**src/rtl/alu_arb_pkg.sv**
```systemverilog
// Shared types for the ALU arbiter: data word, ALU opcode, arbiter state
// and the latched operation record.
package alu_arb_pkg;

   localparam int WORD_W = 32;

   typedef logic [WORD_W-1:0] word_t;

   localparam word_t ZERO_WORD = '0;

   typedef enum logic [3:0] {
      alu_add  = 4'd0,
      alu_sub  = 4'd1,
      alu_and  = 4'd2,
      alu_or   = 4'd3,
      alu_xor  = 4'd4,
      alu_sll  = 4'd5,
      alu_srl  = 4'd6,
      alu_sra  = 4'd7,
      alu_slt  = 4'd8,
      alu_sltu = 4'd9
   } aluop_t;

   typedef enum logic [1:0] {
      IDLE = 2'd0,
      EXEC = 2'd1,
      RESP = 2'd2
   } arb_state_e;

   typedef struct packed {
      word_t  data1;
      word_t  data2;
      aluop_t op;
   } alu_req_t;

   localparam alu_req_t ALU_REQ_RST = '{data1: ZERO_WORD, data2: ZERO_WORD, op: alu_add};

endpackage

```
**src/rtl/alu_rr_grant.sv**
```systemverilog
// Two-way grant: single valid always wins; ties go to the requester that
// was not granted last, or always to requester 0 in fixed-priority mode.
module alu_rr_grant #(
   parameter bit FIXED_PRIO = 1'b0
) (
   input  logic [1:0] i_valid,
   input  logic       i_last_grant,
   output logic [1:0] o_grant
);

   always_comb begin
      o_grant = 2'b00;
      case (i_valid)
         2'b01:   o_grant = 2'b01;
         2'b10:   o_grant = 2'b10;
         2'b11:   o_grant = (FIXED_PRIO || i_last_grant) ? 2'b01 : 2'b10;
         default: o_grant = 2'b00;
      endcase
   end

endmodule

```
**src/rtl/alu_arb.sv**
```systemverilog
// Arbitrates two requesters onto one shared ALU and holds the result until
// the owning requester consumes it.
//
//  state | meaning
//  ------+---------------------------------------------------------------
//  IDLE  | grant offered combinationally; accept latches op and owner
//  EXEC  | waiting for alu_busy_i low, then captures the ALU result
//  RESP  | result held for the owner until its rsp ready
module alu_arb
   import alu_arb_pkg::*;
#(
   parameter int FIXED_PRIO = 0
) (
   input  logic   clk,
   input  logic   rst_n,
   input  logic   req0_valid_i,
   input  logic   req1_valid_i,
   output logic   req0_ready_o,
   output logic   req1_ready_o,
   input  word_t  req0_data1_i,
   input  word_t  req0_data2_i,
   input  word_t  req1_data1_i,
   input  word_t  req1_data2_i,
   input  aluop_t req0_op_i,
   input  aluop_t req1_op_i,
   output logic   rsp0_valid_o,
   output logic   rsp1_valid_o,
   input  logic   rsp0_ready_i,
   input  logic   rsp1_ready_i,
   output word_t  rsp_result_o,
   output word_t  alu_data1_o,
   output word_t  alu_data2_o,
   output aluop_t alu_op_o,
   input  word_t  alu_result_i,
   input  logic   alu_busy_i,
   output logic   arb_busy_o
);

   arb_state_e r_state;
   arb_state_e w_state_nxt;
   alu_req_t   r_req;
   alu_req_t   w_req_sel;
   word_t      r_result;
   logic       r_owner;
   logic       r_last_grant;
   logic [1:0] w_grant;
   logic [1:0] w_ready;
   logic [1:0] w_rsp_valid;
   logic [1:0] w_rsp_ready;
   logic       w_accept;
   logic       w_capture;

   alu_rr_grant #(
      .FIXED_PRIO (FIXED_PRIO != 0)
   ) u_grant (
      .i_valid      ({req1_valid_i, req0_valid_i}),
      .i_last_grant (r_last_grant),
      .o_grant      (w_grant)
   );

   assign w_rsp_ready = {rsp1_ready_i, rsp0_ready_i};

   always_comb begin
      w_req_sel = '{data1: req0_data1_i, data2: req0_data2_i, op: req0_op_i};
      if (w_grant[1]) begin
         w_req_sel = '{data1: req1_data1_i, data2: req1_data2_i, op: req1_op_i};
      end
   end

   always_ff @(posedge clk) begin
      if (!rst_n) begin
         r_state <= IDLE;
      end else begin
         r_state <= w_state_nxt;
      end
   end

   always_comb begin
      w_state_nxt = r_state;
      w_ready     = 2'b00;
      w_rsp_valid = 2'b00;
      w_accept    = 1'b0;
      w_capture   = 1'b0;
      case (r_state)
         IDLE: begin
            w_ready = w_grant;
            if (|w_grant) begin
               w_accept    = 1'b1;
               w_state_nxt = EXEC;
            end
         end
         EXEC: begin
            if (!alu_busy_i) begin
               w_capture   = 1'b1;
               w_state_nxt = RESP;
            end
         end
         RESP: begin
            w_rsp_valid = r_owner ? 2'b10 : 2'b01;
            if (w_rsp_ready[r_owner]) begin
               w_state_nxt = IDLE;
            end
         end
         default: w_state_nxt = IDLE;
      endcase
   end

   // owner and last_grant track the same accept but reset differently:
   // owner is 0, last_grant is 1 so requester 0 wins the first tie
   always_ff @(posedge clk) begin
      if (!rst_n) begin
         r_req        <= ALU_REQ_RST;
         r_result     <= ZERO_WORD;
         r_owner      <= 1'b0;
         r_last_grant <= 1'b1;
      end else begin
         if (w_accept) begin
            r_req        <= w_req_sel;
            r_owner      <= w_grant[1];
            r_last_grant <= w_grant[1];
         end
         if (w_capture) begin
            r_result <= alu_result_i;
         end
      end
   end

   // handshake outputs are forced low while reset is asserted, so a valid
   // arriving during reset never sees a ready
   assign req0_ready_o = w_ready[0] & rst_n;
   assign req1_ready_o = w_ready[1] & rst_n;
   assign rsp0_valid_o = w_rsp_valid[0] & rst_n;
   assign rsp1_valid_o = w_rsp_valid[1] & rst_n;
   assign arb_busy_o   = (r_state != IDLE) & rst_n;

   assign rsp_result_o = r_result;
   assign alu_data1_o  = r_req.data1;
   assign alu_data2_o  = r_req.data2;
   assign alu_op_o     = r_req.op;

endmodule

```
**config.mk**
```make
export PLATFORM = sky130hd
export DESIGN_NAME = alu_arb
export DESIGN_NICKNAME = d
export VERILOG_FILES = /design/src/rtl/alu_arb_pkg.sv /design/src/rtl/alu_rr_grant.sv /design/src/rtl/alu_arb.sv
export SDC_FILE = /design/constraint.sdc
export NUM_CORES = 1
export LEC_CHECK = 0
export ABC_CLOCK_PERIOD_IN_PS = 5500
export CAP_MARGIN = 25
export CELL_PAD_IN_SITES_DETAIL_PLACEMENT = 1
export CELL_PAD_IN_SITES_GLOBAL_PLACEMENT = 1
export CORE_MARGIN = 8
export CORE_UTILIZATION = 29
export DETAILED_ROUTE_END_ITERATION = 10
export HOLD_SLACK_MARGIN = 0.1
export PLACE_DENSITY = 0.92
export SYNTH_ARGS = -nofsm -noshare
export SYNTH_HDL_FRONTEND = slang
export SYNTH_HIERARCHICAL = 1
export SYNTH_SLANG_ARGS = --single-unit
```
**constraint.sdc**
```tcl
create_clock -name clk -period 5.5 [get_ports clk]
set_clock_uncertainty 0.2 [all_clocks]
set_input_delay 1.1 -clock clk [delete_from_list [all_inputs] [get_ports clk]]
set_output_delay 1.1 -clock clk [all_outputs]
set_load 0.03 [all_outputs]
```
==> run summary, run 1 <==
• finished clean — outcome
• 18.3% — GR Util All Layers
• 6 — YS warnings
• 280 — boundary pin count
• clkbuf_16 — Clock Tree Root
• 2.79 ns — data arrival time at the worst-slack endpoint
• 23 — distinct cell type count after synthesis
• 0.171 mV — highest ir drop seen on vdd
• primary output — kind of end point of the critical path
• clkdlybuf4s50_1 — critical path's slowest cell
• 0 — Max Slew Vio Count
• 3.52 nW — leakage power
• dfxtp_1 45%, mux2i_1 15%, o211a_1 15%, nand3_1 7.4%, a21boi_1 5.6% — synth top area cells
• 33.8% — headroom to the max-slew limit
• flop to flop — type of the tightest min-delay check
• 0 — Antenna Nets Post-Route
• 29.2 mm — global-route wire length before repair
• 104 — number of storage elements in the synthesis netlist
• 143 um — overall die width
• 0 — final antenna diode count
• 143 um — height of the chip
• 656 — Mapped Nets
• 1.50 mm — Met3 Wirelength
• 244 MHz — Max Fclk
• 0 ns — total negative setup slack
• dfxtp_1 — largest area contributor in the synthesized netlist
• 14.8 mm — Final HPWL DP
• 10.1 mm — DR WL met2
• 0.807 — routability-driven placement congestion ratio
• 29.5% — initial standard-cell utilization of the core
• 70.4% — Layout area overhead
• 279 — Buffers on Ports
• no — unrepaired setup endpoints after global routing
• 0 — total congestion overflow after global routing
• 3.95% — layout cell share with drive strength beyond 1
• 104 — sink count of the clock tree
• 0.07 ns — clock edge transition at the registers on the reported setup and hold paths
• 4.93 — detail-routed via count per cell
• clkdlybuf4s50_1 — cell repeated most along the worst path
• 9 — total clock buffers created by CTS
• 20400 sq um — area of the die
• 0 — Max Cap Violations
• met4 — uppermost signal routing layer after detailed routing
• 0.993 ns — actual transition at the worst max-transition pin
• 44.7% — top-area cell type share of the netlist area
• input port to primary output — Setup Crit Path Kind
• 156 — drt first-iter violations
• clkdlybuf4s50_1 > a21boi_1 > and3_1 > clkdlybuf4s50_1 — cells traversed along the worst timing path
• 3 — CP max FO
• 20.4 um — drt wl/cell
• 2.37 mW — total design power
• 69 — pin count of the biggest net entering global routing
• 4.20 ns — critical path required time
• 3 — CTS HTree Levels
• 0 — post-CTS setup-driven buffer insertion count
• 481 — gate count of the mapped netlist
• 7.20 mm — met1 wire length
• 2 — Bufs and invs on worst path
• buffers and inverters — Worst path top cell family by delay
• 299 nW/um^2 — power density over the cells
• 44.7% — proportion of synthesized chip area in sequential cells
• 904 — Final #Nets
• 278 x clkdlybuf4s50_1, 104 x dfxtp_1, 69 x mux2i_1, 69 x nand3_1 — commonest cells after routing, fill and taps aside
• 19.3 mm — final wirelength
• 0 — number of antenna violations at the first check in global routing
• 0 — number of gates given a new drive strength after cts
• 4 — number of detailed-route iterations in the first pass
• 4.09 ns — shortest clock period the worst path allows after layout
• 0 — count of endpoints failing hold in the final timing report
• clkdlybuf4s50_1 — commonest non-fill, non-tap cell in the layout
• 0.69 ns — slowest stage delay, CP
• 4683 — overall via count from detail_route
• 0 — Setup-failing EPs final
• 5396 — via count of the first global-routing pass
• 0 — detailed-route DRC error count
• 74.4% — fin crit share
• input port — startpoint type of the worst setup path
• 0.34 ns — clock latency on the worst-skew pair
• 4660 sq um — synthesized area
• 46 — count of standard-cell rows
• done — CTS tree
• 9.69 sq um — post-synthesis area per instance
• 0 — CTS Hold Bufs
• 2 — buffer levels on the longest clock path
• 15800 sq um — floorplan core area
-- cells by family after synthesis --
logic type	Yosys count	synth area share, %
AND/OR/NAND/NOR	151	14.9
flip-flops	104	44.7
AO/OA/AOI/OAI	105	20.6
buffers and inverters	52	4.99
multiplexers	69	14.8
-- power by group --
part	switching, mW	internal (mW)	leakage [nW]
sequential	0.0507	0.837	0.858
combinational	0.403	0.360	2.50
clock	0.279	0.445	0.156
-- synth_stat cells --
| library cell | instances |
|---|---|
| dfxtp_1 | 104 |
| mux2i_1 | 69 |
| nand3_1 | 69 |
| nand2_1 | 68 |
| o211a_1 | 68 |
| a21boi_1 | 35 |
| clkbuf_1 | 33 |
| buf_2 | 11 |
| buf_1 | 3 |
| buf_6 | 3 |
| and3_1 | 2 |
| and3b_1 | 2 |
| nor2_1 | 2 |
| nor2b_1 | 2 |
| or3b_1 | 2 |
| a21boi_0 | 1 |
| and2_1 | 1 |
| clkbuf_2 | 1 |
| inv_1 | 1 |
| nand3b_1 | 1 |
| nor3b_1 | 1 |
| o21a_1 | 1 |
| or2_1 | 1 |
-- state kept, by name, summed over array words and instances, names as in the netlist --
name,flops
alu_data1_o,32
alu_data2_o,32
r_state,2
r_owner,1
r_last_grant,1
rsp_result_o,32
alu_op_o,4
-- worst register-to-register path: stages, from the launching register on --
cell and delay (ns):
dfxtp_1 0.42, nor2_4 0.63, and2_2 0.95, buf_4 0.42
o211a_1 0.19
-- metrics by stage --
stage | hold slack (ns) | setup slack, ns | instance area, sq um | utilization [%] | std cells
2_1_floorplan | 0.255 | 1.96 | 4660 | - | 481
6_report | 0.262 | 1.41 | 7940 | 50.3 | 950
3_5_place_dp | 0.253 | 1.42 | 7570 | 48.0 | 933
3_3_place_gp | 0.242 | 1.45 | 7570 | 48.0 | 933
5_1_grt | 0.283 | 1.35 | 7940 | 50.3 | 950
4_1_cts | 0.263 | 1.41 | 7910 | 50.2 | 949
-- final cells by class --
class / count / area (sq um)
Clock buffer: 11 / 233
Clock inverter: 5 / 105
Fill cell: 1770 / 7830
Inverter: 1 / 3.75
Multi-Input combinational cell: 325 / 2370
Sequential cell: 104 / 2080
Tap cell: 216 / 270
Timing Repair Buffer: 288 / 2880
-- per-layer routing --
| layer | vias to the layer above | track usage, % |
|---|---|---|
| met5 | - | 0 |
| met4 | 0 | 7.61 |
| met3 | 31 | 6.04 |
| met2 | 176 | 34.2 |
| met1 | 2254 | 18.3 |
| li1 | 2222 | - |
-- path summary, 6_finish.rpt --
path,endpoint,slack (ns),cells past startpoint,from
max,req0_ready_o,1.41,4,req0_valid_i
min,rsp_result_o[18],0.26,2,rsp_result_o[18]
max reg2reg,alu_op_o[3],2.65,4,r_state[1]
min reg2reg,rsp_result_o[18],0.26,2,rsp_result_o[18]
No activity file was read; power rests on OpenSTA's default activity.
==> run 2: changes to the inputs <==
--- a/config.mk
+++ b/config.mk
@@ -5,15 +5,15 @@
 export SDC_FILE = /design/constraint.sdc
 export NUM_CORES = 1
 export LEC_CHECK = 0
-export ABC_CLOCK_PERIOD_IN_PS = 5500
+export ABC_CLOCK_PERIOD_IN_PS = 3700
 export CAP_MARGIN = 25
 export CELL_PAD_IN_SITES_DETAIL_PLACEMENT = 1
 export CELL_PAD_IN_SITES_GLOBAL_PLACEMENT = 1
 export CORE_MARGIN = 8
-export CORE_UTILIZATION = 29
+export CORE_UTILIZATION = 24
 export DETAILED_ROUTE_END_ITERATION = 10
 export HOLD_SLACK_MARGIN = 0.1
-export PLACE_DENSITY = 0.92
+export PLACE_DENSITY = 0.82
 export SYNTH_ARGS = -nofsm -noshare
 export SYNTH_HDL_FRONTEND = slang
 export SYNTH_HIERARCHICAL = 1
==> constraint.sdc (replaced) <==
create_clock -name clk -period 3.7 [get_ports clk]
set_clock_uncertainty 0.2 [all_clocks]
set_input_delay 0.74 -clock clk [delete_from_list [all_inputs] [get_ports clk]]
set_output_delay 0.74 -clock clk [all_outputs]
set_load 0.03 [all_outputs]
==> run summary, run 2 (synthesis gave the netlist of run 1 again) <==
• 277 x clkdlybuf4s50_1, 104 x dfxtp_1, 69 x mux2i_1, 69 x nand3_1 — commonest cells after routing, fill and taps aside
• clkbuf_16 — Clock Tree Root
• 0 — CTS Hold Bufs, unchanged
• done — CTS tree
• 3.41 mW — total design power, +44%
• 2370 sq um — footprint of the multi-input gates, unchanged
• 280 — boundary pin count, unchanged
• flop to flop — type of the tightest min-delay check
• r_state[1] — reg-to-reg startpoint
• 279 — Buffers on Ports, unchanged
• 0.395 ns — post-placement worst setup slack, -1.02 ns
• 3.52 nW — leakage power, +0.12%
• 24100 sq um — area of the die, +18%
• clkdlybuf4s50_1 — critical path's slowest cell
• 2 — buffer levels on the longest clock path, unchanged
• 0 — post-CTS setup-driven buffer insertion count, unchanged
• 4968 — via count of the first global-routing pass, -7.9%
• 1.04 ns — flop-to-flop setup slack, -1.61 ns
• 104 — sink count of the clock tree, unchanged
• 71.6% — Layout area overhead
• 4.64 — detail-routed via count per cell, -5.8%
• finished clean — outcome
• 0 — Max Slew Vio Count, unchanged
• 906 — Final #Nets, +0.22%
• 24.2% — initial standard-cell utilization of the core, -5.4 points
• 19300 sq um — floorplan core area, +22%
• 15.1% — GR Util All Layers, -3.3 points
• alu_data2_o[28] — terminus of the critical flop-to-flop path
• req0_valid_i — CP Launch Point
• 0 ns — total negative setup slack, unchanged
• 9 — total clock buffers created by CTS, unchanged
• 0.34 ns — clock latency on the worst-skew pair, about the same
• req0_ready_o — termination of the worst setup path
• 0.770 ns — actual transition at the worst max-transition pin, -0.223 ns
• 5 — worst reg-to-reg path cell count, +1
• 28.5 mm — global-route wire length before repair, -2.3%
• primary output — kind of end point of the critical path
• 41.5% — share of the core filled with cells in the final layout, -8.9 points
• no — unrepaired setup endpoints after global routing
• 0 — number of gates given a new drive strength after cts, unchanged
• 18.6 um — drt wl/cell, -8.8%
• 4 — number of detailed-route iterations in the first pass, unchanged
• clkdlybuf4s50_1 — commonest non-fill, non-tap cell in the layout
• 51 — count of standard-cell rows, +11%
• 0 — number of antenna violations at the first check in global routing, unchanged
• 155 um — overall die width, +8.8%
• 4.36% — layout cell share with drive strength beyond 1, +0.41 points
• 3.30 ns — shortest clock period the worst path allows after layout
• input port — startpoint type of the worst setup path
• 0.191 mV — highest ir drop seen on vdd, +12%
• 0 — Antenna Nets Post-Route, unchanged
• 0 — detailed-route DRC error count, unchanged
• 2.76 ns — critical path required time, -1.44 ns
• 2.36 ns — data arrival time at the worst-slack endpoint, -0.43 ns
• 3 — CP max FO, unchanged
• 0.07 ns — clock edge transition at the registers on the reported setup and hold paths, about the same
• 155 um — height of the chip, +8.8%
• clkdlybuf4s50_1 > a21boi_1 > and3_1 > clkdlybuf4s50_1 — cells traversed along the worst timing path
• 0 — count of endpoints failing hold in the final timing report, unchanged
• clkdlybuf4s50_1 — cell repeated most along the worst path
• 158 — drt first-iter violations, +1.3%
• 0.761 — routability-driven placement congestion ratio, -5.7%
• 0 — final antenna diode count, unchanged
• 2080 sq um — Seq. cell area, unchanged
• 0 — total congestion overflow after global routing, unchanged
• 18.5 mm — final wirelength, -4.1%
• 13.9 mm — Final HPWL DP, -5.9%
• 985 — cell count after placement, +5.6%
• 303 MHz — Max Fclk
• rsp_result_o[2] — startpoint of the most critical hold path
• 3 — CTS HTree Levels, unchanged
• 0.68 ns — slowest stage delay, CP, about the same
• 2175 — fillcell total, +23%
• 0 — Max Cap Violations, unchanged
• 999 — non-filler cells, final, +5.2%
• 69 — pin count of the biggest net entering global routing, unchanged
• 89.2% — fin crit share
• 427 nW/um^2 — power density over the cells, +43%
• 48.7% — headroom to the max-slew limit, +15 points
• input port to primary output — Setup Crit Path Kind
• 0.398 ns — fin worst setup slack, -1.01 ns
• 0 — Setup-failing EPs final, unchanged
• 4637 — overall via count from detail_route, -0.98%
==> run 2: changes by cell type in the layout (fill, tap and decap cells not counted) <==
cell | previous run | this run
clkbuf_8 | 0 | 1
buf_12 | 0 | 2
inv_6 | 0 | 1
clkinvlp_4 | 2 | 1
clkdlybuf4s50_1 | 278 | 277
clkinv_4 | 0 | 1
clkbuf_1 | 2 | 0
buf_4 | 8 | 9
bufinv_16 | 3 | 1
==> run 2: per-stage QoR <==
stage / area (sq um) / hold slack (ns)
after global placement: 7670 / 0.241
final: 7990 / 0.253
after global routing: 7990 / 0.271
after floorplan: 4660 / 0.255
after detailed placement: 7700 / 0.246
after CTS: 7990 / 0.255
==> run 2: layout make-up <==
| type | instances | share of cell area (%) |
|---|---|---|
| Inverter | 1 | 0.0470 |
| Tap cell | 265 | 4.15 |
| Timing Repair Buffer | 290 | 36.4 |
| Clock inverter | 4 | 0.689 |
| Clock buffer | 10 | 2.99 |
| Sequential cell | 104 | 26.0 |
| Multi-Input combinational cell | 325 | 29.6 |
==> run 2: critical path, delay by kind of cell <==
family / cells / cell delay (ns)
AND/OR/NAND/NOR: 1 / 0.18
AO/OA/AOI/OAI: 1 / 0.24
buffers and inverters: 2 / 1.21
==> run 2: worst min-delay path by stage <==
stage,slack (ns),cells past startpoint,endpoint
2_1_floorplan,0.26,2,r_last_grant
6_report,0.25,2,rsp_result_o[2]
5_1_grt,0.27,2,rsp_result_o[2]
4_1_cts,0.26,2,rsp_result_o[28]
3_5_place_dp,0.25,2,rsp_result_o[19]
3_3_place_gp,0.24,2,rsp_result_o[10]
==> run 2: routing by layer <==
layer / part of all wire, % / GRT usage (%) / up-vias
met4: 1.3 / 4.11 / 0
li1: - / - / 2227
met3: 7.6 / 5.24 / 14
met1: 42 / 17.3 / 2230
met2: 49 / 26.1 / 166
met5: 0 / 0 / -
==> run 2: report_power, final <==
group	leakage (nW)	total (mW)	switching [mW]	internal, mW
sequential	0.858	1.31	0.0705	1.24
clock	0.141	0.965	0.425	0.540
combinational	2.52	1.14	0.594	0.541
total	3.52	3.41	1.09	2.32
